[src/rtl/fetch_sequencer.sv]
// Instruction fetch sequencer: one outstanding memory request, prefetch queue, redirect flush.
// Optional perf counters (perf_fetch_cnt, perf_flush_cnt) when FETCH_PERF_CNT_EN is defined.
module fetch_sequencer #(
    parameter logic [31:0] RESET_PC = 32'h0000_0000,
    parameter int          QDEPTH   = 2
) (
    input  logic        clk,
    input  logic        reset,
    output logic        im_req,
    output logic [31:0] im_addr,
    input  logic        im_ack,
    input  logic [31:0] im_data,
    input  logic        redirect,
    input  logic [31:0] redirect_pc,
    input  logic        stall,
    input  logic        halt,
    output logic        instr_valid,
    output logic [31:0] instr,
    output logic [31:0] instr_pc,
    output logic [31:0] pc,
    output logic        busy
`ifdef FETCH_PERF_CNT_EN
    ,
    output logic [31:0] perf_fetch_cnt,
    output logic [31:0] perf_flush_cnt
`endif
);
    localparam int PW = $clog2(QDEPTH);
    localparam logic [PW:0] QFULL = (PW+1)'(QDEPTH);

    typedef enum logic [1:0] {IDLE, REQ, WAIT, DRAIN} state_t;

    state_t        state;
    logic [31:0]   q_instr [QDEPTH];
    logic [31:0]   q_pc    [QDEPTH];
    logic [PW-1:0] rd_ptr, wr_ptr;
    logic [PW:0]   count;
    logic          credit, push, pop;

    // A request is only issued when its word is guaranteed a slot; with a single
    // outstanding request, occupancy can only fall before the response returns.
    assign credit = (count < QFULL);
    assign push   = (state == WAIT) && im_ack && !redirect;
    assign pop    = instr_valid && !stall && !redirect;

    assign im_req      = (state == REQ) && credit && !redirect;
    assign im_addr     = im_req ? pc : 32'h0;
    assign instr_valid = (count != '0);
    assign instr       = instr_valid ? q_instr[rd_ptr] : 32'h0;
    assign instr_pc    = instr_valid ? q_pc[rd_ptr]    : 32'h0;
    assign busy        = (state == WAIT) || (state == DRAIN);

    always_ff @(posedge clk) begin
        if (push) begin
            q_instr[wr_ptr] <= im_data;
            q_pc[wr_ptr]    <= pc;
        end
    end

    always_ff @(posedge clk) begin
        if (!reset) begin
            state  <= IDLE;
            pc     <= RESET_PC & ~32'h3;
            rd_ptr <= '0;
            wr_ptr <= '0;
            count  <= '0;
        end else if (redirect) begin
            rd_ptr <= '0;
            wr_ptr <= '0;
            count  <= '0;
            pc     <= redirect_pc & ~32'h3;
            // An un-returned request must be drained so its late ack is not taken as new data.
            if ((state == WAIT || state == DRAIN) && !im_ack)
                state <= DRAIN;
            else
                state <= halt ? IDLE : REQ;
        end else begin
            if (push) wr_ptr <= wr_ptr + 1'b1;
            if (pop)  rd_ptr <= rd_ptr + 1'b1;
            count <= count + (PW+1)'(push) - (PW+1)'(pop);
            case (state)
                IDLE:  if (!halt) state <= REQ;
                REQ:   if (credit) state <= WAIT;
                WAIT:  if (im_ack) begin
                           pc    <= pc + 32'd4;
                           state <= halt ? IDLE : REQ;
                       end
                DRAIN: if (im_ack) state <= halt ? IDLE : REQ;
                default: state <= IDLE;
            endcase
        end
    end

`ifdef FETCH_PERF_CNT_EN
    always_ff @(posedge clk) begin
        if (!reset) begin
            perf_fetch_cnt <= 32'h0;
            perf_flush_cnt <= 32'h0;
        end else begin
            if (push)     perf_fetch_cnt <= perf_fetch_cnt + 32'd1;
            if (redirect) perf_flush_cnt <= perf_flush_cnt + 32'd1;
        end
    end
`endif
endmodule

[config.mk]
export PLATFORM = sky130hd
export DESIGN_NAME = fetch_sequencer
export DESIGN_NICKNAME = d
export VERILOG_FILES = /design/src/rtl/fetch_sequencer.sv
export SDC_FILE = /design/constraint.sdc
export NUM_CORES = 1
export LEC_CHECK = 0
export BUFFER_PORTS_ARGS = -buffer_cell sky130_fd_sc_hd__buf_4
export CAP_MARGIN = 0
export CORE_ASPECT_RATIO = 0.75
export CORE_MARGIN = 10
export CORE_UTILIZATION = 55
export CTS_BUF_LIST = sky130_fd_sc_hd__clkbuf_8 sky130_fd_sc_hd__clkbuf_16
export DETAILED_ROUTE_END_ITERATION = 10
export MAX_ROUTING_LAYER = met4
export PLACE_DENSITY = 0.84
export SYNTH_ARGS = -nofsm -noshare
export SYNTH_HDL_FRONTEND = slang
export SYNTH_SLANG_ARGS = --single-unit
[constraint.sdc]
create_clock -name clk -period 10.3 [get_ports clk]
set_input_delay 1.03 -clock clk [delete_from_list [all_inputs] [get_ports clk]]
set_output_delay 1.03 -clock clk [all_outputs]
set_load 0.1 [all_outputs]
==> summary.md, run 1 <==
## GRT
- **first-pass GRT wire length** 29300 um
- **Remaining Overflow, GRT** 0
- **GRT Overall Usage** 0.213
- **maximum number of pins on one net before global-route repair** 63
- **via count of the first global-routing pass** 5436
- **antenna violations before repair** 0

## STA
- **final setup vio count** 0
- **relative max-transition margin** 0.246
- **final critical-path required period** 3.76 ns
- **maximum clock frequency** 0.266 GHz
- **number of max-slew violations in the final report** 0
- **maximum clock skew at final layout** 0.0111 ns
- **setup total negative slack** 0 ns
- **transition time at the pin with the least slew margin** 1.13 ns
- **final hold vios** 0
- **Final Cycle Share** 0.365
- **setup repair after global routing missed its margin** false

## CTS
- **cts repair resizes** 0
- **clock latency of the later-clocked register in the worst-skew pair** 0.42 ns
- **total number of clock tree sinks** 161
- **number of buffers between clock root and the deepest sink** 2
- **number of hold buffers added after cts** 0
- **clock transition time at the flip-flop clock pins of the worst setup and hold paths** 0.06 ns
- **Num CTS Buffers** 17
- **setup repair bufs after CTS** 0
- **total number of H-tree levels** 4
- **library cell used as clock root buffer** sky130_fd_sc_hd__clkbuf_16
- **CTS tree** built

## Die
- **area of the core** 12400 um^2
- **height of the chip** 118 um
- **chip width** 151 um
- **std cell rows** 35
- **Ports** 201
- **Die Outline Area** 17800 um^2
- **starting density of the core** 0.569

## Logic synthesis
- **flip-flop and latch count after synthesis** 161
- **Post-synth EDFFs** 124
- **sequential fraction of the synthesis area** 0.634
- **share of flip-flops with an asynchronous set or reset after synthesis** 0
- **unique cell type count in the Yosys netlist** 51
- **netlist area before placement** 7050 um^2
- **gate count after technology mapping** 574
- **commonest register cell after synthesis** sky130_fd_sc_hd__edfxtp_1
- **total number of yosys warnings** 0
- **synthesized area per cell** 12.3 um^2

## Final layout
- **final instance count without filler cells** 933
- **commonest non-fill, non-tap cells in the layout** 197 x sky130_fd_sc_hd__buf_4, 124 x sky130_fd_sc_hd__edfxtp_1, 84 x sky130_fd_sc_hd__nor2_1
- **post-synthesis to final-layout area growth** 30.1%
- **fin nets** 827
- **leading cell type in the layout, fill and taps excluded** sky130_fd_sc_hd__buf_4
- **fraction of final layout cells with drive strength greater than 1** 0.318
- **ANT cells** 0
- **fin area** 9170 um^2

## Worst setup path
- **worst setup path class** primary input to primary output
- **largest fanout of any net on the critical path** 35
- **worst endpoint required time** 9.27 ns
- **element type at the critical path end** primary output
- **CP Launch Type** primary input
- **arrival time at the worst endpoint** 2.73 ns

## Placed design
- **placed instance area** 8600 um^2
- **cell count after placement** 901
- **DP HPWL** 12900 um
- **number of input and output port buffers inserted** 192
- **Final GP Congestion** 0.822

## Route
- **total detailed-routing wirelength** 18900 um
- **via count of the routed design** 5297
- **vias per std cell** 5.68
- **number of antenna-violating nets in the routed design** 0
- **detailed-router iteration count before antenna repair** 5
- **number of remaining DRC errors** 0
- **Routed WL per cell** 20.2 um
- **DRC marker count from the first detailed-route iteration** 488

## Job
- **count of max-cap constraint violations** 0

## Pwr
- **Max VDD drop** 0.124 mV
- **Total Power** 0.00151 W
- **Pwr Density** 165 nW/um^2
- **cell leakage power** 3.40 nW

## Run status
- **run status** finished, final reports clean

## Worst hold path
- **type of the tightest min-delay check** register to register

==> Yosys cell counts, types with 6 or more instances <==
cell | count | area, um^2
sky130_fd_sc_hd__a211oi_1 | 6 | 45.0
sky130_fd_sc_hd__a311oi_1 | 9 | 78.8
sky130_fd_sc_hd__a31oi_1 | 7 | 43.8
sky130_fd_sc_hd__and2_1 | 25 | 156
sky130_fd_sc_hd__buf_1 | 8 | 30.0
sky130_fd_sc_hd__buf_4 | 6 | 45.0
sky130_fd_sc_hd__clkbuf_1 | 24 | 90.1
sky130_fd_sc_hd__dfxtp_1 | 37 | 741
sky130_fd_sc_hd__edfxtp_1 | 124 | 3720
sky130_fd_sc_hd__inv_1 | 11 | 41.3
sky130_fd_sc_hd__mux2i_1 | 64 | 641
sky130_fd_sc_hd__nand2_1 | 16 | 60.1
sky130_fd_sc_hd__nand3_1 | 12 | 60.1
sky130_fd_sc_hd__nand4_1 | 11 | 68.8
sky130_fd_sc_hd__nor2_1 | 87 | 327
sky130_fd_sc_hd__nor2b_1 | 7 | 43.8
sky130_fd_sc_hd__nor3_1 | 8 | 40.0
sky130_fd_sc_hd__nor4_1 | 13 | 81.3
sky130_fd_sc_hd__o21ai_0 | 20 | 100
sky130_fd_sc_hd__o31ai_1 | 6 | 45.0
sky130_fd_sc_hd__or3_1 | 6 | 37.5
sky130_fd_sc_hd__xnor2_1 | 11 | 96.3
==> per-stage QoR <==
stage | util | worst slack, ns | hold WS (ns)
2_1_floorplan | - | 4.78 | 0.481
3_3_place_gp | 0.694 | 6.62 | 0.498
3_5_place_dp | 0.694 | 6.52 | 0.528
4_1_cts | 0.740 | 6.52 | 0.545
5_1_grt | 0.740 | 6.41 | 0.557
6_report | 0.740 | 6.54 | 0.541
==> flip-flops by register name (all words and copies together), names as in the netlist, named ones only <==
| register | count |
|---|---|
| count | 2 |
| pc | 30 |
| q_instr | 64 |
| q_pc | 60 |
| rd_ptr | 1 |
| state | 2 |
| wr_ptr | 1 |
==> layer usage <==
layer	GRT usage	routed length (um)	vias up
li1	-	-	2478
met1	0.278	8180	2526
met2	0.322	8800	266
met3	0.0549	1630	27
met4	0.0552	243	0
met5	-	0	-
==> layout make-up <==
cell class / count / area, um^2
clock inverter: 15 / 145
tap: 166 / 208
timing repair buffer: 197 / 1480
sequential: 161 / 4470
fill: 837 / 3230
multi-input combinational: 365 / 2400
inverter: 12 / 45.0
clock buffer: 17 / 425
==> worst paths after layout <==
path                                         endpoint  slack [ns]                   from  cells past startpoint
worst min-delay path            q_pc[0][31]$_DFFE_PP_        0.54    pc[31]$_SDFFE_PN0P_                      0
worst min register to register  q_pc[0][31]$_DFFE_PP_        0.54    pc[31]$_SDFFE_PN0P_                      0
worst max-delay path                      im_addr[17]        6.54               redirect                      5
worst max register to register   q_pc[1][2]$_DFFE_PP_        7.11  state[1]$_SDFFE_PN0P_                      4
==> cells by family after synthesis <==
logic type,Yosys count,synth area share
DFF,161,0.634
xor gates and xnor gates,13,0.0162
adders and majority gates,3,0.00533
and+or+nand+nor,213,0.156
other,1,0.000532
AOI/OAI and AO/OA,66,0.0648
buffers and inverters,53,0.0329
muxes,64,0.0909
==> report_power, final <==
group | internal (W) | leakage, nW | switching, W | total [W]
Sequential | 0.000710 | 1.44 | 0.0000202 | 0.000730
Combinational | 0.0000446 | 1.68 | 0.000131 | 0.000176
Clock | 0.000339 | 0.283 | 0.000264 | 0.000603
==> worst max-delay path, cell delays in order <==
cell and delay (ns):
sky130_fd_sc_hd__buf_4 0.22, sky130_fd_sc_hd__nor3_2 0.68, sky130_fd_sc_hd__buf_4 0.34, sky130_fd_sc_hd__and2_1 0.16
sky130_fd_sc_hd__buf_4 0.29
No activity file was read; power rests on OpenSTA's default activity.
==> run 2: changes to the inputs <==
--- a/config.mk
+++ b/config.mk
@@ -9,11 +9,11 @@
 export CAP_MARGIN = 0
 export CORE_ASPECT_RATIO = 0.75
 export CORE_MARGIN = 10
-export CORE_UTILIZATION = 55
+export CORE_UTILIZATION = 52
 export CTS_BUF_LIST = sky130_fd_sc_hd__clkbuf_8 sky130_fd_sc_hd__clkbuf_16
 export DETAILED_ROUTE_END_ITERATION = 10
 export MAX_ROUTING_LAYER = met4
-export PLACE_DENSITY = 0.84
+export PLACE_DENSITY = 0.8
 export SYNTH_ARGS = -nofsm -noshare
 export SYNTH_HDL_FRONTEND = slang
 export SYNTH_SLANG_ARGS = --single-unit
==> constraint.sdc (replaced) <==
create_clock -name clk -period 3.7 [get_ports clk]
set_input_delay 0.37 -clock clk [delete_from_list [all_inputs] [get_ports clk]]
set_output_delay 0.37 -clock clk [all_outputs]
set_load 0.1 [all_outputs]
==> summary.md, run 2 (synthesis gave the netlist of run 1 again) <==
## STA
- **final critical-path required period** 2.90 ns
- **final setup vio count** 0, unchanged
- **maximum clock frequency** 0.345 GHz
- **Final Cycle Share** 0.783
- **transition time at the pin with the least slew margin** 1.13 ns, -0.000723 ns
- **maximum clock skew at final layout** 0.00741 ns, -0.00372 ns
- **setup repair after global routing missed its margin** false
- **number of max-slew violations in the final report** 0, unchanged
- **relative max-transition margin** 0.247, +0.000483
- **final hold vios** 0, unchanged

## Worst setup path
- **Worst R2R End** q_pc[1][8]$_DFFE_PP_
- **worst r2r path cells** 4, unchanged
- **CP Launch Type** register
- **cells along the critical path** nand3b_1 -> nand2b_1 -> nor2_4 -> buf_4
- **slowest cell on the critical path** sky130_fd_sc_hd__dfxtp_1
- **setup slack, reg-to-reg** 0.80 ns, -6.31 ns
- **startpoint of the worst-slack reg-to-reg timing path** state[1]$_SDFFE_PN0P_
- **delay of the slowest cell on the worst path** 0.72 ns, +0.04 ns
- **worst endpoint required time** 3.75 ns, -5.52 ns
- **worst setup path class** register to register
- **arrival time at the worst endpoint** 2.94 ns, +0.21 ns
- **largest fanout of any net on the critical path** 62, +77%
- **Crit. Startpoint** state[1]$_SDFFE_PN0P_
- **element type at the critical path end** register

## Final layout
- **fillcell total** 923, +10%
- **fin nets** 828, +0.12%
- **fin area** 9270 um^2, +1.1%
- **registers with the most flip-flops** q_instr x64, q_pc x60, pc x30
- **register containing the most flip-flops in the final layout** q_instr
- **flip-flop count of the largest register, all copies and words added** 64, unchanged
- **commonest non-fill, non-tap cells in the layout** 198 x sky130_fd_sc_hd__buf_4, 124 x sky130_fd_sc_hd__edfxtp_1, 84 x sky130_fd_sc_hd__nor2_1
- **final instance count without filler cells** 938, +0.54%
- **ANT cells** 0, unchanged
- **fraction of final layout cells with drive strength greater than 1** 0.326, +0.00782
- **Finished Core Util** 0.707, -0.0324
- **post-synthesis to final-layout area growth** 31.6%
- **leading cell type in the layout, fill and taps excluded** sky130_fd_sc_hd__buf_4

## Job
- **count of max-cap constraint violations** 0, unchanged

## Pwr
- **Pwr Density** 469 nW/um^2, +180%
- **cell leakage power** 3.42 nW, +0.51%
- **Max VDD drop** 0.320 mV, +160%

## Route
- **DRC marker count from the first detailed-route iteration** 457, -6.4%
- **via count of the routed design** 5310, +0.25%
- **total detailed-routing wirelength** 18900 um, +0.13%
- **vias per std cell** 5.66, -0.29%
- **Routed WL per cell** 20.1 um, -0.41%
- **number of antenna-violating nets in the routed design** 0, unchanged
- **number of remaining DRC errors** 0, unchanged
- **detailed-router iteration count before antenna repair** 5, unchanged

## CTS
- **clock transition time at the flip-flop clock pins of the worst setup and hold paths** 0.06 ns, about the same
- **cts repair resizes** 0, unchanged
- **library cell used as clock root buffer** sky130_fd_sc_hd__clkbuf_16
- **Num CTS Buffers** 17, unchanged
- **number of hold buffers added after cts** 0, unchanged
- **total number of H-tree levels** 4, unchanged
- **number of buffers between clock root and the deepest sink** 2, unchanged
- **total number of clock tree sinks** 161, unchanged
- **setup repair bufs after CTS** 0, unchanged
- **clock latency of the later-clocked register in the worst-skew pair** 0.42 ns, about the same
- **CTS tree** built

## Placed design
- **Final GP Congestion** 0.841, +2.3%
- **placed instance area** 8650 um^2, +0.67%
- **number of input and output port buffers inserted** 192, unchanged
- **DP HPWL** 12900 um, about the same
- **cell count after placement** 907, +0.67%

## GRT
- **met1 usage in global routing** 0.263, -0.0154
- **first-pass GRT wire length** 29400 um, +0.33%
- **via count of the first global-routing pass** 5439, +0.055%
- **met2 track utilization from global routing** 0.308, -0.0146
- **Top Usage Layer GRT** met2
- **Remaining Overflow, GRT** 0, unchanged
- **antenna violations before repair** 0, unchanged
- **routing usage on met3** 0.0645, +0.00953
- **GRT Overall Usage** 0.204, -0.00869
- **maximum number of pins on one net before global-route repair** 63, unchanged

## Worst hold path
- **number of stages on the worst hold path** 1, +1
- **terminating pin of the worst hold path** q_instr[0][3]$_DFFE_PP_
- **startpoint of the tightest hold check path** im_data[3]
- **type of the tightest min-delay check** primary input to register

## Die
- **height of the chip** 121 um, +2.4%
- **Die Outline Area** 18700 um^2, +4.9%
- **starting density of the core** 0.538, -0.0310
- **chip width** 154 um, +2.5%
- **area of the core** 13100 um^2, +5.8%
- **std cell rows** 36, +2.9%
- **Ports** 201, unchanged

## Run status
- **run status** finished, final reports clean

[run 2: cell count changes in the layout (fill, tap and decap cells not counted)]
cell,delta
sky130_fd_sc_hd__nor4_2,+7
sky130_fd_sc_hd__inv_8,-2
sky130_fd_sc_hd__inv_6,-5
sky130_fd_sc_hd__clkinv_4,+1
sky130_fd_sc_hd__clkinvlp_4,+2
sky130_fd_sc_hd__clkinv_2,-1
sky130_fd_sc_hd__buf_4,+1
sky130_fd_sc_hd__bufinv_16,+3
sky130_fd_sc_hd__clkinv_1,+1
sky130_fd_sc_hd__nor4_1,-7
[run 2: layout make-up]
type	count	area, um^2	area share
Multi-Input combinational cell	365	2440	0.263
Clock buffer	17	425	0.0459
Tap cell	171	214	0.0231
Inverter	12	45.0	0.00486
Sequential cell	161	4470	0.482
Timing Repair Buffer	198	1490	0.160
Clock inverter	14	191	0.0207
[run 2: per-stage QoR]
stage / setup TNS [ns] / total power, W / setup slack, ns / hold slack [ns]
floorplan: -49.11 / 0.00241 / -0.396 / 0.469
global placement: 0 / 0.00255 / 0.937 / 0.493
detailed placement: 0 / 0.00256 / 0.852 / 0.504
CTS: 0 / 0.00437 / 0.844 / 0.113
global route: 0 / 0.00449 / 0.633 / 0.102
finish: 0 / 0.00435 / 0.804 / 0.131
[run 2: critical path, delay by kind of cell, from the launching register on]
kind                   cells  cell delay, ns
AND/OR/NAND/NOR            3            1.05
buffers and inverters      1            0.68
flip-flops                 1            0.72
[run 2: worst max path at each step]
stage                               end  depth (start not counted)
2_1_floorplan   q_instr[0][0]$_DFFE_PP_                          5
6_report           q_pc[1][8]$_DFFE_PP_                          4
4_1_cts         q_instr[1][8]$_DFFE_PP_                          4
3_3_place_gp   q_instr[0][18]$_DFFE_PP_                          4
5_1_grt        q_instr[1][25]$_DFFE_PP_                          4
3_5_place_dp    q_instr[1][2]$_DFFE_PP_                          4
[run 2: layer usage]
layer,part of all wire,up-vias
met5,0,-
met4,0.013,0
met3,0.078,25
met2,0.46,261
met1,0.45,2546
li1,-,2478
[run 2: power by group]
group          internal [W]  switching [W]
Sequential          0.00198      0.0000560
Clock               0.00112       0.000698
Combinational      0.000126       0.000370
Total               0.00323        0.00112
==> run 3: changes to the inputs <==
==> constraint.sdc (replaced) <==
create_clock -name clk -period 2.7 [get_ports clk]
set_input_delay 0.27 -clock clk [delete_from_list [all_inputs] [get_ports clk]]
set_output_delay 0.27 -clock clk [all_outputs]
set_load 0.1 [all_outputs]
==> summary.md, run 3 (synthesis gave the netlist of run 1 again) <==
## CTS
- **total number of H-tree levels** 4, unchanged
- **clock transition time at the flip-flop clock pins of the worst setup and hold paths** 0.06 ns, about the same
- **clock latency of the later-clocked register in the worst-skew pair** 0.43 ns, about the same
- **CTS tree** built
- **cts repair resizes** 0, unchanged
- **number of buffers between clock root and the deepest sink** 2, unchanged
- **total number of clock tree sinks** 161, unchanged
- **Num CTS Buffers** 17, unchanged
- **number of hold buffers added after cts** 0, unchanged
- **library cell used as clock root buffer** sky130_fd_sc_hd__clkbuf_16
- **setup repair bufs after CTS** 0, unchanged

## STA
- **transition time at the pin with the least slew margin** 0.685 ns, -0.445 ns
- **final hold vios** 0, unchanged
- **setup total negative slack** 0 ns, unchanged
- **final setup vio count** 0, unchanged
- **maximum clock frequency** 0.422 GHz
- **setup repair after global routing missed its margin** false
- **final critical-path required period** 2.37 ns
- **relative max-transition margin** 0.543, +0.296
- **number of max-slew violations in the final report** 0, unchanged
- **maximum clock skew at final layout** 0.0116 ns, +0.00416 ns
- **Final Cycle Share** 0.878

## Worst setup path
- **number of buffer and inverter instances along the worst setup path** 3, +2
- **startpoint of the worst-slack reg-to-reg timing path** pc[5]$_SDFFE_PN0P_
- **CP Launch Type** register
- **Most common cell on crit path** sky130_fd_sc_hd__buf_4
- **worst r2r path cells** 4, unchanged
- **largest fanout of any net on the critical path** 15, -76%
- **element type at the critical path end** primary output
- **slowest cell on the critical path** sky130_fd_sc_hd__nor3_2
- **number of gates on the worst path with buffers counted** 5, +1
- **setup slack, reg-to-reg** 0.44 ns, -0.36 ns
- **gate family responsible for the most delay along the worst path** buffers and inverters
- **arrival time at the worst endpoint** 2.10 ns, -0.84 ns
- **Crit. Startpoint** state[1]$_SDFFE_PN0P_
- **worst setup path class** register to primary output
- **cells along the critical path** buf_4 -> nor3_2 -> buf_4 -> and2_1 -> buf_4
- **delay of the slowest cell on the worst path** 0.41 ns, -0.31 ns
- **Worst R2R End** pc[27]$_SDFFE_PN0P_
- **worst endpoint required time** 2.43 ns, -1.32 ns
- **endpoint of the most critical setup path** im_addr[14]

## Pwr
- **switching part of the total power** 0.275, +0.0163
- **internal portion of total power** 0.00417 W, +29%
- **sequential share of power** 0.485, +0.018
- **combinational power share** 0.121, +0.007
- **clock group share of total power** 0.394, -0.025
- **Max VDD drop** 0.610 mV, +91%
- **net switching component of the power** 0.00158 W, +40%
- **cell leakage power** 3.47 nW, +1.6%
- **Pwr Density** 611 nW/um^2, +30%

## Route
- **total detailed-routing wirelength** 19100 um, +1.1%
- **number of remaining DRC errors** 0, unchanged
- **vias per std cell** 5.63, -0.56%
- **Routed WL per cell** 20.1 um, about the same
- **detailed-router iteration count before antenna repair** 5, unchanged
- **number of antenna-violating nets in the routed design** 0, unchanged
- **DRC marker count from the first detailed-route iteration** 420, -8.1%
- **via count of the routed design** 5342, +0.60%

## Worst hold path
- **type of the tightest min-delay check** primary input to register
- **number of stages on the worst hold path** 1, unchanged

## GRT
- **antenna violations before repair** 0, unchanged
- **GRT Overall Usage** 0.206, +0.00193
- **via count of the first global-routing pass** 5380, -1.1%
- **first-pass GRT wire length** 29700 um, +0.77%
- **maximum number of pins on one net before global-route repair** 64, +1.6%
- **Remaining Overflow, GRT** 0, unchanged

## Final layout
- **post-synthesis to final-layout area growth** 33.4%
- **fin area** 9400 um^2, +1.4%
- **Finished Core Util** 0.717, +0.00964
- **fraction of final layout cells with drive strength greater than 1** 0.355, +0.0288
- **registers with the most flip-flops** q_instr x64, q_pc x60, pc x30
- **fin nets** 838, +1.2%
- **ANT cells** 0, unchanged
- **leading cell type in the layout, fill and taps excluded** sky130_fd_sc_hd__buf_4
- **flip-flop count of the largest register, all copies and words added** 64, unchanged
- **commonest non-fill, non-tap cells in the layout** 203 x sky130_fd_sc_hd__buf_4, 124 x sky130_fd_sc_hd__edfxtp_1, 84 x sky130_fd_sc_hd__nor2_1
- **register containing the most flip-flops in the final layout** q_instr

## Die
- **starting density of the core** 0.538, unchanged
- **chip width** 154 um, unchanged
- **height of the chip** 121 um, unchanged
- **Ports** 201, unchanged
- **area of the core** 13100 um^2, unchanged
- **std cell rows** 36, unchanged
- **Die Outline Area** 18700 um^2, unchanged

## Placed design
- **number of input and output port buffers inserted** 192, unchanged
- **Final GP Congestion** 0.857, +1.9%
- **DP HPWL** 13500 um, +4.6%
- **placed instance area** 8840 um^2, +2.1%

## Job
- **count of max-cap constraint violations** 0, unchanged

## Run status
- **run status** finished, final reports clean

-- run 3: cell count changes in the layout (fill, tap and decap cells not counted), moves of 3 or more --
| cell | before | now |
|---|---|---|
| sky130_fd_sc_hd__nor4_4 | 0 | 3 |
| sky130_fd_sc_hd__bufinv_16 | 4 | 1 |
| sky130_fd_sc_hd__buf_4 | 198 | 203 |
| sky130_fd_sc_hd__buf_12 | 0 | 5 |
| sky130_fd_sc_hd__and2_1 | 25 | 17 |
| sky130_fd_sc_hd__inv_6 | 0 | 3 |
| sky130_fd_sc_hd__dfxtp_1 | 36 | 29 |
| sky130_fd_sc_hd__nor4_2 | 8 | 5 |
| sky130_fd_sc_hd__and2_2 | 0 | 8 |
| sky130_fd_sc_hd__dfxtp_2 | 0 | 7 |
-- run 3: layout make-up --
| type | count | area, um^2 |
|---|---|---|
| inverters | 12 | 45.0 |
| flip-flops and latches | 161 | 4480 |
| multi-input cells | 365 | 2480 |
| repair buffers | 208 | 1620 |
| clock inverters | 15 | 135 |
| clock buffers | 17 | 425 |
| well taps | 171 | 214 |
| fillers | 938 | 3710 |
-- run 3: worst min path at each step --
| stage | start | endpoint | slack (ns) |
|---|---|---|---|
| after CTS | im_data[19] | q_instr[0][19]$_DFFE_PP_ | 0.01 |
| after detailed placement | im_data[25] | q_instr[0][25]$_DFFE_PP_ | 0.46 |
| final | im_data[27] | q_instr[0][27]$_DFFE_PP_ | 0.02 |
| after global routing | im_data[19] | q_instr[0][19]$_DFFE_PP_ | 0.002 |
| after global placement | im_data[30] | q_instr[0][30]$_DFFE_PP_ | 0.46 |
| after floorplan | im_data[0] | q_instr[0][0]$_DFFE_PP_ | 0.37 |
-- run 3: routing by layer --
| metal | routed length [um] | track usage | up-vias |
|---|---|---|---|
| met5 | 0 | - | - |
| met4 | 159 | 0.0471 | 0 |
| met3 | 1520 | 0.0620 | 18 |
| met2 | 8890 | 0.316 | 277 |
| met1 | 8520 | 0.264 | 2548 |
| li1 | - | - | 2499 |
-- run 3: through the flow --
step           power (W)  cells  hold WS [ns]  setup slack, ns
2_1_floorplan    0.00331    579         0.369           -0.566
3_3_place_gp     0.00351    917         0.455            0.522
3_5_place_dp     0.00353    917         0.459            0.451
4_1_cts          0.00577    949        0.0108            0.318
5_1_grt          0.00591    949       0.00165            0.206
6_report         0.00574    949        0.0249            0.329
-- run 3: power by group through the flow --
stage	sequential (W)	combinational [W]	clock [W]
2_1_floorplan	0.00304	0.000279	0
3_3_place_gp	0.00283	0.000684	0
3_5_place_dp	0.00283	0.000696	0
4_1_cts	0.00278	0.000699	0.00229
5_1_grt	0.00279	0.000726	0.00239
6_report	0.00278	0.000697	0.00226
